<file path="config.mk">
export PLATFORM = sky130hd
export DESIGN_NAME = cosine_sequencer
export DESIGN_NICKNAME = d
export VERILOG_FILES = /design/src/rtl/cosine_sequencer.sv
export SDC_FILE = /design/constraint.sdc
export NUM_CORES = 1
export LEC_CHECK = 0
export CORE_MARGIN = 1
export CORE_UTILIZATION = 42
export CTS_BUF_LIST = sky130_fd_sc_hd__clkbuf_4
export DETAILED_ROUTE_END_ITERATION = 8
export GPL_ROUTABILITY_DRIVEN = 0
export PLACE_DENSITY = 0.73
export REMOVE_ABC_BUFFERS = 1
export SLEW_MARGIN = 20
export SYNTH_ARGS = -nofsm -noshare
export SYNTH_HDL_FRONTEND = slang
export SYNTH_SLANG_ARGS = --single-unit
</file>
<file path="constraint.sdc">
create_clock -name clk -period 1.6 [get_ports clk]
set_input_delay 0.32 -clock clk [delete_from_list [all_inputs] [get_ports clk]]
set_output_delay 0.32 -clock clk [all_outputs]
set_load 0.01 [all_outputs]
</file>
<file path="src/rtl/cosine_sequencer.sv">
// Sequencer for the cosine/distance datapath: request handshake, series-term
// counting, done-wait with timeout, and a held result-valid handshake.
module cosine_sequencer #(
  parameter int NTERMS  = 6,
  parameter int TERM_W  = 3,
  parameter int TIMEOUT = 15,
  parameter int TO_W    = 4
) (
  input  logic              clk,
  input  logic              asyncclear_n,
  input  logic              req,
  output logic              ack,
  input  logic              abort,
  input  logic              dp_done,
  output logic [2:0]        state,
  output logic [TERM_W-1:0] term_idx,
  output logic              busy,
  output logic              result_valid,
  input  logic              result_ack,
  output logic              err_timeout
);

  typedef enum logic [2:0] {
    StandBy           = 3'd0,
    Alert             = 3'd1,
    StartCalculation  = 3'd2,
    AccumulateTerms   = 3'd3,
    CalculateDistance = 3'd4,
    ResultHold        = 3'd5
  } seqState_e;

  localparam logic [TERM_W-1:0] LastTerm = TERM_W'(NTERMS - 1);
  localparam logic [TO_W-1:0]   LastWait = TO_W'(TIMEOUT - 1);

  seqState_e         curState_r;
  seqState_e         nextState_s;
  logic [TERM_W-1:0] termIdx_r;
  logic [TERM_W-1:0] termIdxNext_s;
  logic [TO_W-1:0]   toCnt_r;
  logic [TO_W-1:0]   toCntNext_s;
  logic              timeoutHit_s;

  // Next-state decode; abort overrides everything, including a pending timeout.
  always_comb begin
    nextState_s  = StandBy;
    timeoutHit_s = 1'b0;
    if (abort) begin
      nextState_s = StandBy;
    end else begin
      case (curState_r)
        StandBy:          nextState_s = req ? Alert : StandBy;
        Alert:            nextState_s = StartCalculation;
        StartCalculation: nextState_s = AccumulateTerms;
        AccumulateTerms: begin
          if (termIdx_r == LastTerm) nextState_s = CalculateDistance;
          else                       nextState_s = AccumulateTerms;
        end
        CalculateDistance: begin
          if (dp_done) begin
            nextState_s = ResultHold;
          end else if (toCnt_r == LastWait) begin
            nextState_s  = StandBy;
            timeoutHit_s = 1'b1;
          end else begin
            nextState_s = CalculateDistance;
          end
        end
        ResultHold:       nextState_s = result_ack ? StandBy : ResultHold;
        default:          nextState_s = StandBy;
      endcase
    end
  end

  // Counters advance only while staying in their own state, so they read 0 elsewhere.
  always_comb begin
    termIdxNext_s = '0;
    toCntNext_s   = '0;
    if ((curState_r == AccumulateTerms) && (nextState_s == AccumulateTerms)) begin
      termIdxNext_s = termIdx_r + TERM_W'(1);
    end else begin
      termIdxNext_s = '0;
    end
    if ((curState_r == CalculateDistance) && (nextState_s == CalculateDistance)) begin
      toCntNext_s = toCnt_r + TO_W'(1);
    end else begin
      toCntNext_s = '0;
    end
  end

  // State, counters and all outputs registered from the next-state decode.
  always_ff @(posedge clk or negedge asyncclear_n) begin
    if (!asyncclear_n) begin
      curState_r   <= StandBy;
      termIdx_r    <= '0;
      toCnt_r      <= '0;
      ack          <= 1'b0;
      busy         <= 1'b0;
      result_valid <= 1'b0;
      err_timeout  <= 1'b0;
    end else begin
      curState_r   <= nextState_s;
      termIdx_r    <= termIdxNext_s;
      toCnt_r      <= toCntNext_s;
      ack          <= (nextState_s == Alert);
      busy         <= (nextState_s != StandBy);
      result_valid <= (nextState_s == ResultHold);
      err_timeout  <= timeoutHit_s;
    end
  end

  assign state    = curState_r;
  assign term_idx = termIdx_r;

endmodule

</file>
==> impl_metrics.tcl <==
set metrics [dict create \
    run_status "completed" \
    antenna_found_initial 0 \
    peakVddDrop_mv 0.468 \
    yosys_warnings 0 \
    dp_hpwl_um 890 \
    coreArea_sq_mm 0.00138 \
    crit_arrival_ns 1.23 \
    max_stage_delay_ns 0.55 \
    post-route-drc-count 0 \
    crit_buf_inv 1 \
    synth_area_per_cell_sq_um 10.9 \
    clock-skew-final_ns 0.00908 \
    cts_buffer_depth 2 \
    seq_area_frac_synth 0.533 \
    p_sw_frac 0.240 \
    initial_core_util 0.475 \
    tightestPinTransition_ns 0.319 \
    critical_path_class "reg -> out" \
    drt_iter0_drc 13 \
    drt_wl_total_um 1370 \
    setup_ws_ns 0.0496 \
    track_usage 0.170 \
    synthCells 60 \
    p_int_mw 0.514 \
    clock_latency_ns 0.27 \
    min_period_over_period 0.969 \
    hold_slack_ns 0.339 \
    slew_viol_final 0 \
    slew_headroom 0.785 \
    grt_remaining_overflow 0 \
    yosys.area.top_type "dfrtp_1" \
    grt_pass1_vias 487 \
    worstPathRequired_ns 1.28 \
    fin_crit_ns 1.55 \
    power_density_mw_per_mm2 718 \
    cellLeakagePower_nw 0.412 \
    startpoint "term_idx[0]" \
    crit_fanout 4 \
    power_frac_clock 0.280 \
    ios 16 \
    num_vias 531 \
    die_area_sq_mm 0.00173 \
    cp_cell_sequence "clkdlybuf4s50_1" \
    wire_per_inst_um 13.5 \
    cts_sinks 14 \
    cpMaxStageDelayCell "clkdlybuf4s50_1" \
    synth_cell_type_count 25 \
    place.port_buffers 15 \
    timing.rr.start "toCnt_r[0]" \
    layout-drive-gt1-share 0.302 \
    h-tree-depth 1 \
    hold_class "in -> async" \
    worstSetupEndpointType "output pin" \
    hold_violations 0 \
    p_total_mw 0.676 \
    clockRootBuffer "clkbuf_4" \
    clk_pin_slew_ns 0.08 \
    yosys-top-cells-area "dfrtp_1 53%, ha_1 7.6%, nor2_1 5.7%" \
    via_per_inst 5.26 \
    num-fill-cells 105 \
    dieWidth_um 41.5 \
    fp.dieH_um 41.5 \
    cts_hold_buf 0 \
    fin_nets 98 \
    drtPass1Iterations 4 \
    grt_max_degree 15 \
    grt_pass1_wl_um 2210 \
    synth_top_area_share 0.533 \
    ys_ff_latch 14 \
    crit_path_start_kind "flop" \
    fmax_ghz 0.645 \
    syn_area_sq_um 657 \
    setup_viol 0 \
    rows 13 \
    max_cap_viol_count 0 \
    syn_to_final_growth_pct 43.4 \
    comb_power_share 0.174 \
    cts_buffers 3 \
    power.switching_mw 0.162 \
    n_antenna_cell 0 \
    cp_top_family "buffers and inverters" \
    seqPwrFrac 0.547 \
    pre_cts_ws_ns -0.0689 \
    ant_nets 0 \
    cts_tree "yes" \
]
## logic make-up after synthesis
group | count (synthesis) | synth area share
and+or+nand+nor | 29 | 0.250
DFF | 14 | 0.533
AOI/OAI and AO/OA | 5 | 0.0514
buffers and inverters | 4 | 0.0343
adders and majority gates | 4 | 0.0762
xor gates and xnor gates | 3 | 0.0400
muxes | 1 | 0.0152
## registers in the layout (all words and copies together) (netlist names)
register / count
toCnt_r: 4
state: 3
term_idx: 3
ack: 1
busy: 1
err_timeout: 1
result_valid: 1
## cells in the final DEF, fill, tap and decap left out, types with 2 or more instances in the layout
| cell | n |
|---|---|
| inv_1 | 3 |
| nand2_1 | 4 |
| ha_1 | 3 |
| nor3b_1 | 2 |
| nor2b_1 | 2 |
| buf_4 | 9 |
| dfrtp_1 | 11 |
| nand3_1 | 2 |
| nor2_1 | 8 |
| dfrtp_2 | 3 |
| nor3_1 | 2 |
| nor2_2 | 2 |
| xnor2_1 | 2 |
| clkbuf_4 | 3 |
| clkdlybuf4s50_1 | 15 |
## metal layers
layer / track usage / up-vias / share of wire
met5: 0 / - / 0
met4: 0.116 / 0 / 0.016
met3: 0.0348 / 2 / 0.064
met2: 0.231 / 17 / 0.45
met1: 0.242 / 254 / 0.47
li1: - / 258 / -
## cell type report
cell class	instances	area, sq um	share of cell area
Clock buffer	3	22.5	0.0239
Inverter	3	11.3	0.0120
Multi-Input combinational cell	42	318	0.337
Sequential cell	14	354	0.376
Tap cell	15	18.8	0.0199
Timing Repair Buffer	24	218	0.231
## worst paths after layout
kind	cells after the start	end	slack, ns
worst min register to register	1	term_idx[0]	0.50
max in group asynchronous	2	state[2]	1.07
min in group clk	1	term_idx[0]	0.50
worst min-delay path	2	term_idx[0]	0.34
worst max-delay path	1	term_idx[0]	0.05
worst max register to register	5	toCnt_r[3]	0.06
## power groups by stage
stage               sequential (mW)  clock, mW  combinational (mW)
CTS                           0.372      0.197              0.0983
finish                        0.370      0.189               0.118
floorplan                     0.387          0              0.0280
global placement              0.383          0              0.0881
detailed placement            0.384          0              0.0879
global route                  0.371      0.208               0.127
## timing repair
action,4_1_cts,5_1_grt
gates resized for setup,3,8
endpoints found under the setup margin,3,8
pin swaps,0,3
cloned,0,0
setup buffers,2,3
## Yosys cell counts
cell type	count
buf_6	1
nor2b_1	2
xnor2_1	2
nand2_1	4
a32oi_1	1
and4b_1	1
nand3_1	2
nor2_4	1
a21oi_1	1
nor4_1	1
inv_1	3
nor3b_1	2
nand2_2	1
ha_1	4
a221oi_1	1
nor3_1	2
nor2_1	10
and3b_2	1
mux2i_1	1
o21ai_0	1
a31oi_1	1
and3b_1	1
xor2_1	1
dfrtp_1	14
or4_4	1
## metrics by stage
stage	setup TNS (ns)	instances	instance area [sq um]	utilization
2_1_floorplan	0	59	646	-
3_5_place_dp	-0.299	93	845	0.611
6_report	0	101	942	0.681
4_1_cts	0	98	886	0.641
5_1_grt	-0.00301	101	942	0.681
3_3_place_gp	-0.169	93	845	0.611
Power figures use the tool's default switching activity.
==> RTL change 1: new RTL, same flow settings <==
Set the parameter `TERM_W` to 6 (it was 3).
--- a/src/rtl/cosine_sequencer.sv
+++ b/src/rtl/cosine_sequencer.sv
@@ -2,7 +2,7 @@
 // counting, done-wait with timeout, and a held result-valid handshake.
 module cosine_sequencer #(
   parameter int NTERMS  = 6,
-  parameter int TERM_W  = 3,
+  parameter int TERM_W  = 6,
   parameter int TIMEOUT = 15,
   parameter int TO_W    = 4
 ) (
Interface: changed (resized term_idx); port bits go from 16 to 19. The function was not compared with the original's and may differ.
==> RTL change 1 against the original RTL <==
Utilization decreased by 6.8 points; wire length grew 24%; area after synthesis is 31% higher; final area is 26% higher; combinational power decreased by 8%; worst setup slack got worse by 0.0028 ns; clock skew decreased by 0.0010 ns; non-clock buffer count rose by 7; global-route usage fell by 0.45 points; sequential cell count increased by 3; total power up 18%; count of clock-buffer cells in the layout increased by 1; sequential share of layout area shrank 1.6 points; largest cell class unchanged; largest power group unchanged; highest routed layer unchanged.
==> RTL change 1: results (changes against the original RTL) <==
Cells and area
  – Max reg flops: 6 (+2)
  – Fill cells: 196 (+87%)
  – Nets@finish: 123 (+26%)
  – Share of cells above drive strength 1: 30.4% (+0.12 points)

Drt
  – Met1 Wirelength: 764 um (+19%)
  – Wirelength per Cell: 12.2 um (-9.7%)
  – WL met3: 76 um (-13%)
  – Routed length on met2: 839 um (+36%)

Global route
  – Largest net degree at the start of global routing: 18 (+3)
  – First-pass GRT wire length: 2.50 mm (+13%)
  – Met3 Use GR: 4.23% (+0.75 points)

Place
  – PortBufs: 18 (+3)
  – DP Area: 1120 um2 (+32%)
  – Pre-CTS setup slack: -0.109 ns (-0.0399 ns)

Power and ir drop
  – Peak supply drop: 0.582 mV (+24%)
  – Sw frac: 23.5% (-0.47 points)

STA
  – Max_slew headroom: 73.1% (-5.4 points)
  – Fin Hold WS: 0.350 ns (+0.0117 ns)
  – Clock skew: 0.00807 ns (-0.00100 ns)

Clock tree
  – Worst-path clk slew: 0.10 ns (+0.02 ns)

Logic synthesis
  – Post-synth cell types: 31 (+24%)
  – Register area share after synthesis: 49.3% (-4.0 points)
  – Syn avg cell area: 10.8 um2 (-1.6%)
  – Top post-synthesis cells by count: dfrtp_1, nor2_1, nor2_2
  – Synth top area cells: dfrtp_1, ha_1, nor2_2

Critical path
  – CP startpoint: state[2]
  – Critical path endpoint: state[2]
  – RR Endpoint: term_idx[2]

Run status
  – Run status: complete, no violations
==> RTL change 1: changes by cell type in the layout (fill, tap and decap cells not counted), sizes merged, moves of 3 or more <==
cell,delta
nor4,+3
a21oi,+4
nand2b,+3
buf,+4
nor2,+3
dfrtp,+3
dlygate4sd2,+4
==> RTL change 1: layout make-up <==
type | count | area, um2 | area share (%)
tap | 27 | 33.8 | 2.84
sequential | 17 | 429 | 36.0
timing repair buffer | 31 | 275 | 23.1
clock buffer | 4 | 30.0 | 2.52
inverter | 4 | 15.0 | 1.26
multi-input combinational | 56 | 408 | 34.2
==> RTL change 1: power by group through the flow <==
stage                     Sequential (mW)  Combinational, mW  Clock [mW]
after floorplan                     0.463             0.0330           0
final                               0.444              0.109       0.242
after global placement              0.460             0.0898           0
after CTS                           0.444              0.109       0.255
after global routing                0.446              0.119       0.270
after detailed placement            0.461             0.0915           0
==> RTL change 1: timing repair <==
item,CTS,global route
endpoints found under the setup margin,8,4
buffers inserted,5,0
hold buffers,0,0
resized for setup,7,2
pin swaps,0,1
==> RTL change 2: new RTL, same settings <==
Made on the original files. Remove the register `err_timeout`: a continuous assignment takes its place, so the output `err_timeout` follows one clock earlier.
--- a/src/rtl/cosine_sequencer.sv
+++ b/src/rtl/cosine_sequencer.sv
@@ -96,7 +96,6 @@
       ack          <= 1'b0;
       busy         <= 1'b0;
       result_valid <= 1'b0;
-      err_timeout  <= 1'b0;
     end else begin
       curState_r   <= nextState_s;
       termIdx_r    <= termIdxNext_s;
@@ -104,9 +103,10 @@
       ack          <= (nextState_s == Alert);
       busy         <= (nextState_s != StandBy);
       result_valid <= (nextState_s == ResultHold);
-      err_timeout  <= timeoutHit_s;
     end
   end
+
+  assign err_timeout = timeoutHit_s;
 
   assign state    = curState_r;
   assign term_idx = termIdx_r;
Function: same outputs for any inputs over 10 cycles, from zero or initial values; that may be too few to reach the edited logic, so the function may still have changed.
==> RTL change 2 against the original RTL <==
The run now ends with setup timing left; worst setup slack got worse by 0.12 ns; largest power group unchanged; sequential share of layout area fell by 3.5 points; final cell count rose by 5.0%; final area rose by 1.3%; via count rose by 2.4%; area after synthesis fell by 3.8%; sequential cell count fell by 1; sequential power fell by 7.3%; global-route usage rose by 0.57 points; clock power rose by 12%; first-iteration DRC count rose by 15%; total power barely moved; wire length fell by 3.3%; clock skew fell by 0.0067 ns; critical endpoint is now err_timeout.
==> RTL change 2: results (changes against the original RTL) <==
Critical path
  – Worst-path fanout max: 2 (-2)
  – Arrival time worst endpoint: 1.35 ns (+0.12 ns)

Place
  – Detailed Place HPWL: 951 um (+6.7%)

Cells and area
  – Max reg flops: 4 (unchanged)
  – Largest reg by FF count: toCnt_r
  – Share of cells above drive strength 1: 29.7% (-0.56 points)
  – Nets@finish: 102 (+4.1%)

Clock tree
  – Clock latency on the worst-skew pair: 0.27 ns (about the same)

Run status
  – Failing checks: setup timing
  – Run status: complete, but fails checks

Hold path
  – HP Class: input pin to async pin

STA
  – Clock skew: 0.00235 ns (-0.00672 ns)
  – Final setup margin: -0.0703 ns (-0.120 ns)
  – Final Setup Violations: 1 (+1)

Drt
  – Final Routed Wirelength: 1.32 mm (-3.3%)
  – DRT iter0 DRCs: 15 (+2)
  – Wirelength per Cell: 12.5 um (-7.9%)
  – Vias/cell: 5.13 (-2.4%)

Global route
  – Vias in the first global route: 452 (-7.2%)
  – Tot GR Track Use: 17.6% (+0.57 points)
  – Largest net degree at the start of global routing: 14 (-1)
  – First-pass GRT wire length: 1.86 mm (-16%)

Power and ir drop
  – Leakage: 0.460 nW (+12%)
  – Peak supply drop: 0.509 mV (+8.7%)

Logic synthesis
  – Synth top area cells: dfrtp_1, ha_1, nor2_1
  – Syn avg cell area: 10.7 um2 (-2.2%)
  – Register area share after synthesis: 51.5% (-1.8 points)
RTL change 2: metal layers:
metal	global-route usage [%]	wire length, um	up-vias
met5	0	0	-
met4	7.50	18	0
li1	-	-	266
met1	23.1	597	257
met2	27.0	620	17
met3	4.89	86	4
RTL change 2: layout make-up:
cell class	instances	area (um2)
Tap cell	15	18.8
Sequential cell	13	325
Clock buffer	4	30.0
Fill cell	105	395
Multi-Input combinational cell	42	319
Inverter	3	11.3
Timing Repair Buffer	29	250
RTL change 2: worst max-delay path, cell delays in order (launching register included):
cell,delay (ns)
dfrtp_1,0.38
inv_1,0.06
ha_2,0.15
and4b_1,0.20
nor3b_2,0.16
buf_2,0.15
RTL change 2: through the flow:
stage / worst slack (ns) / setup TNS, ns / util, % / area [um2] / hold slack, ns
6_report: -0.0703 / -0.0703 / 70.7 / 955 / 0.352
5_1_grt: -0.164 / -0.164 / 70.7 / 955 / 0.364
4_1_cts: -0.0770 / -0.0770 / 68.3 / 922 / 0.352
3_5_place_dp: -0.495 / -1.69 / 65.2 / 880 / 0.498
3_3_place_gp: -0.458 / -1.58 / 65.2 / 880 / 0.490
2_1_floorplan: 0.171 / 0 / - / 621 / 0.0244
RTL change 2: repair_timing:
action / in CTS / in global routing
pin swaps: 1 / 2
setup endpoints to repair: 4 / 5
buffers inserted: 2 / 1
resized for setup: 7 / 6
RTL change 2: logic make-up after synthesis:
kind of cell,count (synthesis),share of synthesized area (%)
muxes,1,1.58
buffers and inverters,4,3.56
DFF,13,51.5
and+or+nand+nor,29,25.9
adders and majority gates,4,7.92
xor gates and xnor gates,3,4.16
AOI/OAI and AO/OA,5,5.35
RTL change 2: worst paths after layout:
kind,to,cells after the start,start
hold / removal,busy,2,asyncclear_n
min in group clk,term_idx[0],1,term_idx[0]
setup / recovery,err_timeout,5,toCnt_r[0]
max in group asynchronous,toCnt_r[0],2,asyncclear_n
hold reg to reg,term_idx[0],1,term_idx[0]
setup reg to reg,toCnt_r[3],5,toCnt_r[1]
RTL change 2: report_power, final:
part	total [mW]	switching [mW]	internal [mW]	leakage (nW)
clock network	0.212	0.0990	0.113	0.0184
registers	0.343	0.00492	0.338	0.178
logic	0.120	0.0546	0.0655	0.264
total	0.676	0.159	0.517	0.460
